<file path="src/rtl/apb_pkg.sv">
// rtl/apb_pkg.sv - shared types and constants for the APB master controller
package apb_pkg;

    localparam int NUM_APB_SLAVES = 4;
    localparam int SLAVE_ID_W     = 2;

    typedef enum logic [1:0] {
        IDLE   = 2'd0,
        SETUP  = 2'd1,
        ACCESS = 2'd2
    } apb_state_t;

    // One-hot slave select for a slave index.
    function automatic logic [NUM_APB_SLAVES-1:0] decode_slave(input logic [SLAVE_ID_W-1:0] id);
        logic [NUM_APB_SLAVES-1:0] sel;
        sel     = '0;
        sel[id] = 1'b1;
        return sel;
    endfunction

endpackage

</file>
<file path="src/rtl/apb_timeout_counter.sv">
// rtl/apb_timeout_counter.sv - ACCESS-phase wait counter with terminal-count flag
module apb_timeout_counter #(
    parameter int TIMEOUT_CYCLES = 16,
    parameter int CNT_W          = $clog2(TIMEOUT_CYCLES)
) (
    input  logic clk,
    input  logic rst_n,
    input  logic clear_i,
    input  logic enable_i,
    output logic tc_o
);

    logic [CNT_W-1:0] count_q;
    logic [CNT_W-1:0] count_d;

    // Clear wins over enable so a new ACCESS phase always starts from zero.
    always_comb begin
        count_d = count_q;
        if (clear_i) begin
            count_d = '0;
        end else if (enable_i) begin
            count_d = count_q + CNT_W'(1);
        end
    end

    // Count register with synchronous active-low reset.
    always_ff @(posedge clk) begin
        if (!rst_n) begin
            count_q <= '0;
        end else begin
            count_q <= count_d;
        end
    end

    // Terminal count: this is the last ACCESS cycle that may still wait.
    assign tc_o = (count_q == CNT_W'(TIMEOUT_CYCLES - 1));

endmodule

</file>
<file path="src/rtl/apb_master_ctrl.sv">
// rtl/apb_master_ctrl.sv - single-outstanding APB master with command/response handshake and timeout
module apb_master_ctrl
    import apb_pkg::*;
#(
    parameter int ADDR_W         = 8,
    parameter int DATA_W         = 8,
    parameter int TIMEOUT_CYCLES = 16
) (
    input  logic                      clk,
    input  logic                      rst_n,
    input  logic                      cmd_valid,
    output logic                      cmd_ready,
    input  logic                      cmd_write,
    input  logic [SLAVE_ID_W-1:0]     cmd_slave_id,
    input  logic [ADDR_W-1:0]         cmd_addr,
    input  logic [DATA_W-1:0]         cmd_wdata,
    output logic                      rsp_valid,
    output logic [DATA_W-1:0]         rsp_rdata,
    output logic                      rsp_err,
    output logic [NUM_APB_SLAVES-1:0] psel,
    output logic                      penable,
    output logic                      pwrite,
    output logic [ADDR_W-1:0]         paddr,
    output logic [DATA_W-1:0]         pwdata,
    input  logic [DATA_W-1:0]         prdata,
    input  logic                      pready
);

    apb_state_t                state_q,     state_d;
    logic [NUM_APB_SLAVES-1:0] sel_q,       sel_d;
    logic                      pwrite_q,    pwrite_d;
    logic [ADDR_W-1:0]         paddr_q,     paddr_d;
    logic [DATA_W-1:0]         pwdata_q,    pwdata_d;
    logic                      rsp_valid_q, rsp_valid_d;
    logic [DATA_W-1:0]         rsp_rdata_q, rsp_rdata_d;
    logic                      rsp_err_q,   rsp_err_d;

    logic tmo_clear;
    logic tmo_enable;
    logic tmo_tc;

    // SETUP always precedes ACCESS, so clearing there resets the count on ACCESS entry.
    assign tmo_clear  = (state_q == SETUP);
    assign tmo_enable = (state_q == ACCESS) && !pready;

    apb_timeout_counter #(
        .TIMEOUT_CYCLES (TIMEOUT_CYCLES)
    ) u_timeout (
        .clk      (clk),
        .rst_n    (rst_n),
        .clear_i  (tmo_clear),
        .enable_i (tmo_enable),
        .tc_o     (tmo_tc)
    );

    // Next-state and datapath: capture on handshake, complete or abort from ACCESS.
    always_comb begin
        state_d     = state_q;
        sel_d       = sel_q;
        pwrite_d    = pwrite_q;
        paddr_d     = paddr_q;
        pwdata_d    = pwdata_q;
        rsp_valid_d = 1'b0;
        rsp_rdata_d = rsp_rdata_q;
        rsp_err_d   = rsp_err_q;

        unique case (state_q)
            IDLE: begin
                if (cmd_valid) begin
                    state_d  = SETUP;
                    sel_d    = decode_slave(cmd_slave_id);
                    pwrite_d = cmd_write;
                    paddr_d  = cmd_addr;
                    pwdata_d = cmd_wdata;
                end
            end
            SETUP: begin
                state_d = ACCESS;
            end
            ACCESS: begin
                // pready is checked first so a late ready in the terminal cycle still succeeds.
                if (pready) begin
                    state_d     = IDLE;
                    rsp_valid_d = 1'b1;
                    rsp_rdata_d = pwrite_q ? '0 : prdata;
                    rsp_err_d   = 1'b0;
                end else if (tmo_tc) begin
                    state_d     = IDLE;
                    rsp_valid_d = 1'b1;
                    rsp_rdata_d = '0;
                    rsp_err_d   = 1'b1;
                end
            end
            default: begin
                state_d = IDLE;
            end
        endcase
    end

    // State and registered outputs with synchronous active-low reset.
    always_ff @(posedge clk) begin
        if (!rst_n) begin
            state_q     <= IDLE;
            sel_q       <= '0;
            pwrite_q    <= 1'b0;
            paddr_q     <= '0;
            pwdata_q    <= '0;
            rsp_valid_q <= 1'b0;
            rsp_rdata_q <= '0;
            rsp_err_q   <= 1'b0;
        end else begin
            state_q     <= state_d;
            sel_q       <= sel_d;
            pwrite_q    <= pwrite_d;
            paddr_q     <= paddr_d;
            pwdata_q    <= pwdata_d;
            rsp_valid_q <= rsp_valid_d;
            rsp_rdata_q <= rsp_rdata_d;
            rsp_err_q   <= rsp_err_d;
        end
    end

    // psel is gated by state so it drops the cycle after completion, abort or reset.
    assign cmd_ready = (state_q == IDLE);
    assign psel      = (state_q == IDLE) ? '0 : sel_q;
    assign penable   = (state_q == ACCESS);
    assign pwrite    = pwrite_q;
    assign paddr     = paddr_q;
    assign pwdata    = pwdata_q;
    assign rsp_valid = rsp_valid_q;
    assign rsp_rdata = rsp_rdata_q;
    assign rsp_err   = rsp_err_q;

endmodule

</file>
<file path="config.mk">
export PLATFORM = sky130hd
export DESIGN_NAME = apb_master_ctrl
export DESIGN_NICKNAME = d
export VERILOG_FILES = /design/src/rtl/apb_pkg.sv /design/src/rtl/apb_timeout_counter.sv /design/src/rtl/apb_master_ctrl.sv
export SDC_FILE = /design/constraint.sdc
export NUM_CORES = 1
export LEC_CHECK = 0
export ABC_CLOCK_PERIOD_IN_PS = 3300
export CAP_MARGIN = 40
export CORE_MARGIN = 4
export CORE_UTILIZATION = 43
export DETAILED_ROUTE_END_ITERATION = 6
export PLACE_DENSITY_LB_ADDON = 0.05
export SKIP_LAST_GASP = 1
export SYNTH_ARGS = -nofsm -noshare
export SYNTH_HDL_FRONTEND = slang
export SYNTH_SLANG_ARGS = --single-unit
</file>
<file path="constraint.sdc">
create_clock -name clk -period 3.3 [get_ports clk]
set_clock_uncertainty 0.1 [all_clocks]
set_input_delay 0.99 -clock clk [delete_from_list [all_inputs] [get_ports clk]]
set_output_delay 0.99 -clock clk [all_outputs]
set_load 0.01 [all_outputs]
</file>
; Word-level counts from Yosys, hierarchy flattened
; Index checks and enable logic that the tools add are counted.
[op_classes]
addsub = 1
n_lt_le_gt_ge = 2
n_eq_ne = 5
muxes = 14
bitwise_logic = 1
n_reduce_logical = 10
[ops]
columns = cell, n
row1 = $mux 8, 3
row2 = $reduce_and 2->1, 4
row3 = $mux 2, 3
row4 = $pmux 2 s3, 1
row5 = $mux 1, 5
row6 = $add 4x1->4 const B, 1
row7 = $eq 4x4->1 const B, 1
row8 = $mux 4, 1
row9 = $lt 2x3->1 const B, 1
row10 = $ne 3x1->1 const B, 1
row11 = $demux 1 s2, 1
row12 = $eq 2x1->1 const B, 1
row13 = $eq 2x2->1 const B, 1
row14 = $ge 2x1->1 const B, 1
row15 = $logic_and 1x1->1, 2
row16 = $logic_not 2->1, 1
row17 = $ne 2x2->1 const B, 1
row18 = $reduce_bool 2->1, 1
row19 = $reduce_or 2->1, 1
row20 = $logic_not 1->1, 1
row21 = $not 1->1, 1
[totals]
regBits = 37
input_bits = 31
out_inout_bits = 33

; Depth between registers and ports, before layout
[depth]
depth_word = 4
ltp_mapped = 6

; By module
; From an unflattened synthesis, not the netlist that was laid out.
[unflattened]
hier_cells = 170
area_unflattened_um2 = 1501.4
[by_module_without_submodules]
columns = module, instances, cells_each, area_each_um2, seq_area_each_um2
row1 = apb_master_ctrl, 1, 152, 1312.5, 660.6
row2 = apb_timeout_counter, 1, 18, 188.9, 80.1

; Least setup slack after synthesis
; No wires, ideal clock.
[synth_timing]
path_kind = input to register
start = input cmd_valid
end = register sel_q[0]
t_arrival_ps = 1856
required_time_ps = 3130
path_slack_ps = 1273
cell_stages = 4
path_cell_list = or3b_1 > clkbuf_1 > or3_1 > a21oi_1
[synth_between]
elab_chain_len = 1
[synth_rtl]
columns = item, line
row1 = from (decl), apb_master_ctrl.sv:11  ; input logic cmd_valid,
row2 = $reduce_and 2->1 (no line), n/a
row3 = to (signal assigned), apb_master_ctrl.sv:113  ; sel_q <= sel_d;
row4 = to (decl), apb_master_ctrl.sv:30  ; logic [NUM_APB_SLAVES-1:0] sel_q, sel_d;
; Every way passes these cells.
; A chain may end at the register's enable or synchronous reset.

; Worst setup path after layout
[layout_timing]
start = register state_q[0]
end = output psel[2]
[layout_between]
elab_chain_len = 2
[layout_rtl]
columns = item, line
row1 = from (decl), apb_master_ctrl.sv:29  ; apb_state_t state_q, state_d;
row2 = from (signal assigned), apb_master_ctrl.sv:112  ; state_q <= state_d;
row3 = $logic_not 2->1, apb_master_ctrl.sv:125  ; assign psel = (state_q == IDLE) ? '0 : sel_q;
row4 = $mux 4, apb_master_ctrl.sv:125
row5 = to (decl), apb_master_ctrl.sv:20  ; output logic [NUM_APB_SLAVES-1:0] psel,
; Every way passes these cells.

==> impl_results.md <==
- Status: completed
- Synth Area per Inst: 8.704 um^2
- Pwr Total: 0.8500 mW
- Synth top area cells: dfxtp_1, nand2_1, a21oi_1
- Post-synth ARST share: 0
- TNS Setup: 0 ps
- Crit Path Category: reg -> out
- Vias per inst: 4.978
- Drt pass-1 iters: 4
- EDFF count, synth: 0
- Syn_nets: 193
- Post-CTS Setup Bufs: 0
- Resized Gates After CTS: 0
- Clk_lat worst skew: 340 ps
- Final nets: 258
- Largest net degree at the start of global routing: 27
- Top-area cell type share of the netlist area: 0.5286
- Max Cap Violations: 0
- Max Fanout on Critical Path: 15
- Final Hold Viols: 0
- CP Buf/Inv Count: 1
- Final period utilization: 0.8959
- CP Data Arrival Time: 1870 ps
- CTS Buf Count: 5
- Final setup vio count: 0
- Synth area leader: dfxtp_1
- Die Wd: 65.09 um
- Antenna violations before repair: 0
- Yosys reg bits: 37
- Area grow syn2layout: 52.14%
- CP required: 2210 ps
- Synth Warn #: 0
- Port buffer count: 63
- Synthesized area: 0.001401 mm^2
- Setup slack after layout: 343.4 ps
- Layout cells sized above 1: 0.05727
- Die Y: 65.09 um
- Root Buffer Master: clkbuf_4
- Crit path max-delay family: flip-flops
- Post-synth top flop: dfxtp_1
- Post-Place Worst Slack: 677.7 ps
- Sequential share of the synthesized area: 0.5286
- Gr ovfl total: 0
- Std-Cell Rows: 20
- # DRC: 0
- Slew @ Worst Pin: 512.6 ps
- Antenna cells: 0
- IO Count: 64
- Core area: 0.003078 mm^2
- Non-filler instance count after layout: 271
- Pwr dens: 398.7 mW/mm^2
- TritonCTS clock tree: done
- Synth cell types: 30
- Slowest cell on the critical path: dfxtp_1
- Die area: 0.004236 mm^2
- Slew Viols, Final: 0
- Placed cells: 263
- Peak VDD IR: 0.2891 mV
- First-pass GRT wire length: 5782 um
- Routed wire per std cell: 13.15 um
- Via count: 1349
- Worst min-delay path class: reg -> reg
- Fill cells: 284
- Max_slew headroom: 0.6568
- Final WL: 3564 um
- Clock sink total: 37
- GR Util All Layers: 0.1838
- Critical-path cell list: nor2_1 -> nor2b_1 -> clkdlybuf4s50_1
- Cell count after synthesis: 161
- Final hold slack: 353.2 ps
- Worst-path clk slew: 110 ps
- CP peak stage delay: 610 ps
- Leakage power figure: 0.7793 nW
- Initial Util: 0.4553
- Min cycle time layout: 2957 ps
- Fmax: 338.2 MHz
- GP Congestion: 0.7633
- CTS Hold Bufs: 0
- Setup crit start kind: flip-flop
- Setup crit end kind: output port
- CTS Buffer Depth: 2
- Initial DRC Count: 85
- Number of global-route vias before repair: 1328
- RSZ-0062 raised after global routing: false
- H-tree lvl count: 2
- Detail Route Antenna Nets: 0
- Hpwl dp: 2551 um
-- stage by stage --
| stage | util | instance area [um^2] |
|---|---|---|
| after global routing | 0.6927 | 2132 |
| after global placement | 0.6760 | 2081 |
| after floorplan | - | 1401 |
| final | 0.6927 | 2132 |
| after CTS | 0.6927 | 2132 |
| after detailed placement | 0.6760 | 2081 |
-- state kept, by name, indices dropped and copies added (netlist names) --
register,flops
paddr,8
sel_q,4
pwdata,8
rsp_rdata,8
rsp_valid,1
pwrite,1
rsp_err,1
u_timeout.count_q,4
state_q,2
-- cells in the mapped netlist (2+ instances only) --
master / instances
nor2_1: 2
nand3_1: 2
nor2b_1: 5
clkbuf_1: 8
o21ai_0: 2
nor3_1: 3
nand2_1: 41
and3_1: 2
nor3b_1: 3
nand2b_1: 2
inv_1: 2
nand3b_1: 2
a21oi_1: 25
a31oi_1: 2
a22o_1: 8
dfxtp_1: 37
or3_1: 2
-- cell families (layout without fill, tap and decap cells) --
logic type                 Yosys count  in the layout  synth area share
buffers and inverters               12             78           0.03750
and+or+nand+nor                     69             69            0.2384
AOI/OAI and AO/OA                   42             42            0.1866
DFF                                 37             37            0.5286
adders and majority gates            1              1          0.008927
-- tightest hold or removal path, delay by kind of cell (launching register included) --
kind	cells	cell delay, ps
DFF	1	320
and+or+nand+nor	1	50
AOI/OAI and AO/OA	1	50
-- power breakdown --
| part | switching [mW] | internal (mW) |
|---|---|---|
| Combinational | 0.0611 | 0.0817 |
| Sequential | 0.0136 | 0.466 |
| Clock | 0.147 | 0.0811 |
| Total | 0.221 | 0.629 |
-- per-layer routing --
layer,wire [um],vias up,GRT usage
li1,-,683,-
met5,0,-,0
met3,300,5,0.09705
met4,57,0,0.06995
met1,1466,610,0.1884
met2,1740,51,0.3155
-- cell type report --
type                            count  area (um^2)  share of cell area
Timing Repair Buffer               67        660.6              0.3099
Clock inverter                      2        10.01            0.004695
Tap cell                           44        55.05             0.02582
Sequential cell                    37        740.7              0.3474
Clock buffer                        6        41.29             0.01937
Inverter                            3        11.26            0.005282
Multi-Input combinational cell    112        613.1              0.2876
-- worst paths after layout --
check	end	depth (start not counted)	slack, ps	start
worst min-delay path	sel_q[0]$_SDFFE_PN0P_	2	350	sel_q[0]$_SDFFE_PN0P_
worst max-delay path	psel[2]	3	340	state_q[0]$_SDFFE_PN0P_
worst max register to register	sel_q[2]$_SDFFE_PN0P_	4	1630	state_q[0]$_SDFFE_PN0P_
worst min register to register	sel_q[0]$_SDFFE_PN0P_	2	350	sel_q[0]$_SDFFE_PN0P_
-- layout by cell type (no fill, tap or decap), types with 2 or more instances in the layout --
cell,instances
or3_1,2
inv_1,2
nand3b_1,2
dfxtp_1,37
nand3_1,2
a21oi_1,25
a31oi_1,2
nor3b_1,2
clkinv_2,2
o21ai_0,2
clkbuf_4,5
a22o_1,8
nor3_1,3
buf_4,4
nor2b_1,5
nand2_1,41
nor2_1,2
clkdlybuf4s50_1,63
nand2b_1,2
and3_1,2
No activity file was read; power rests on OpenSTA's default activity.
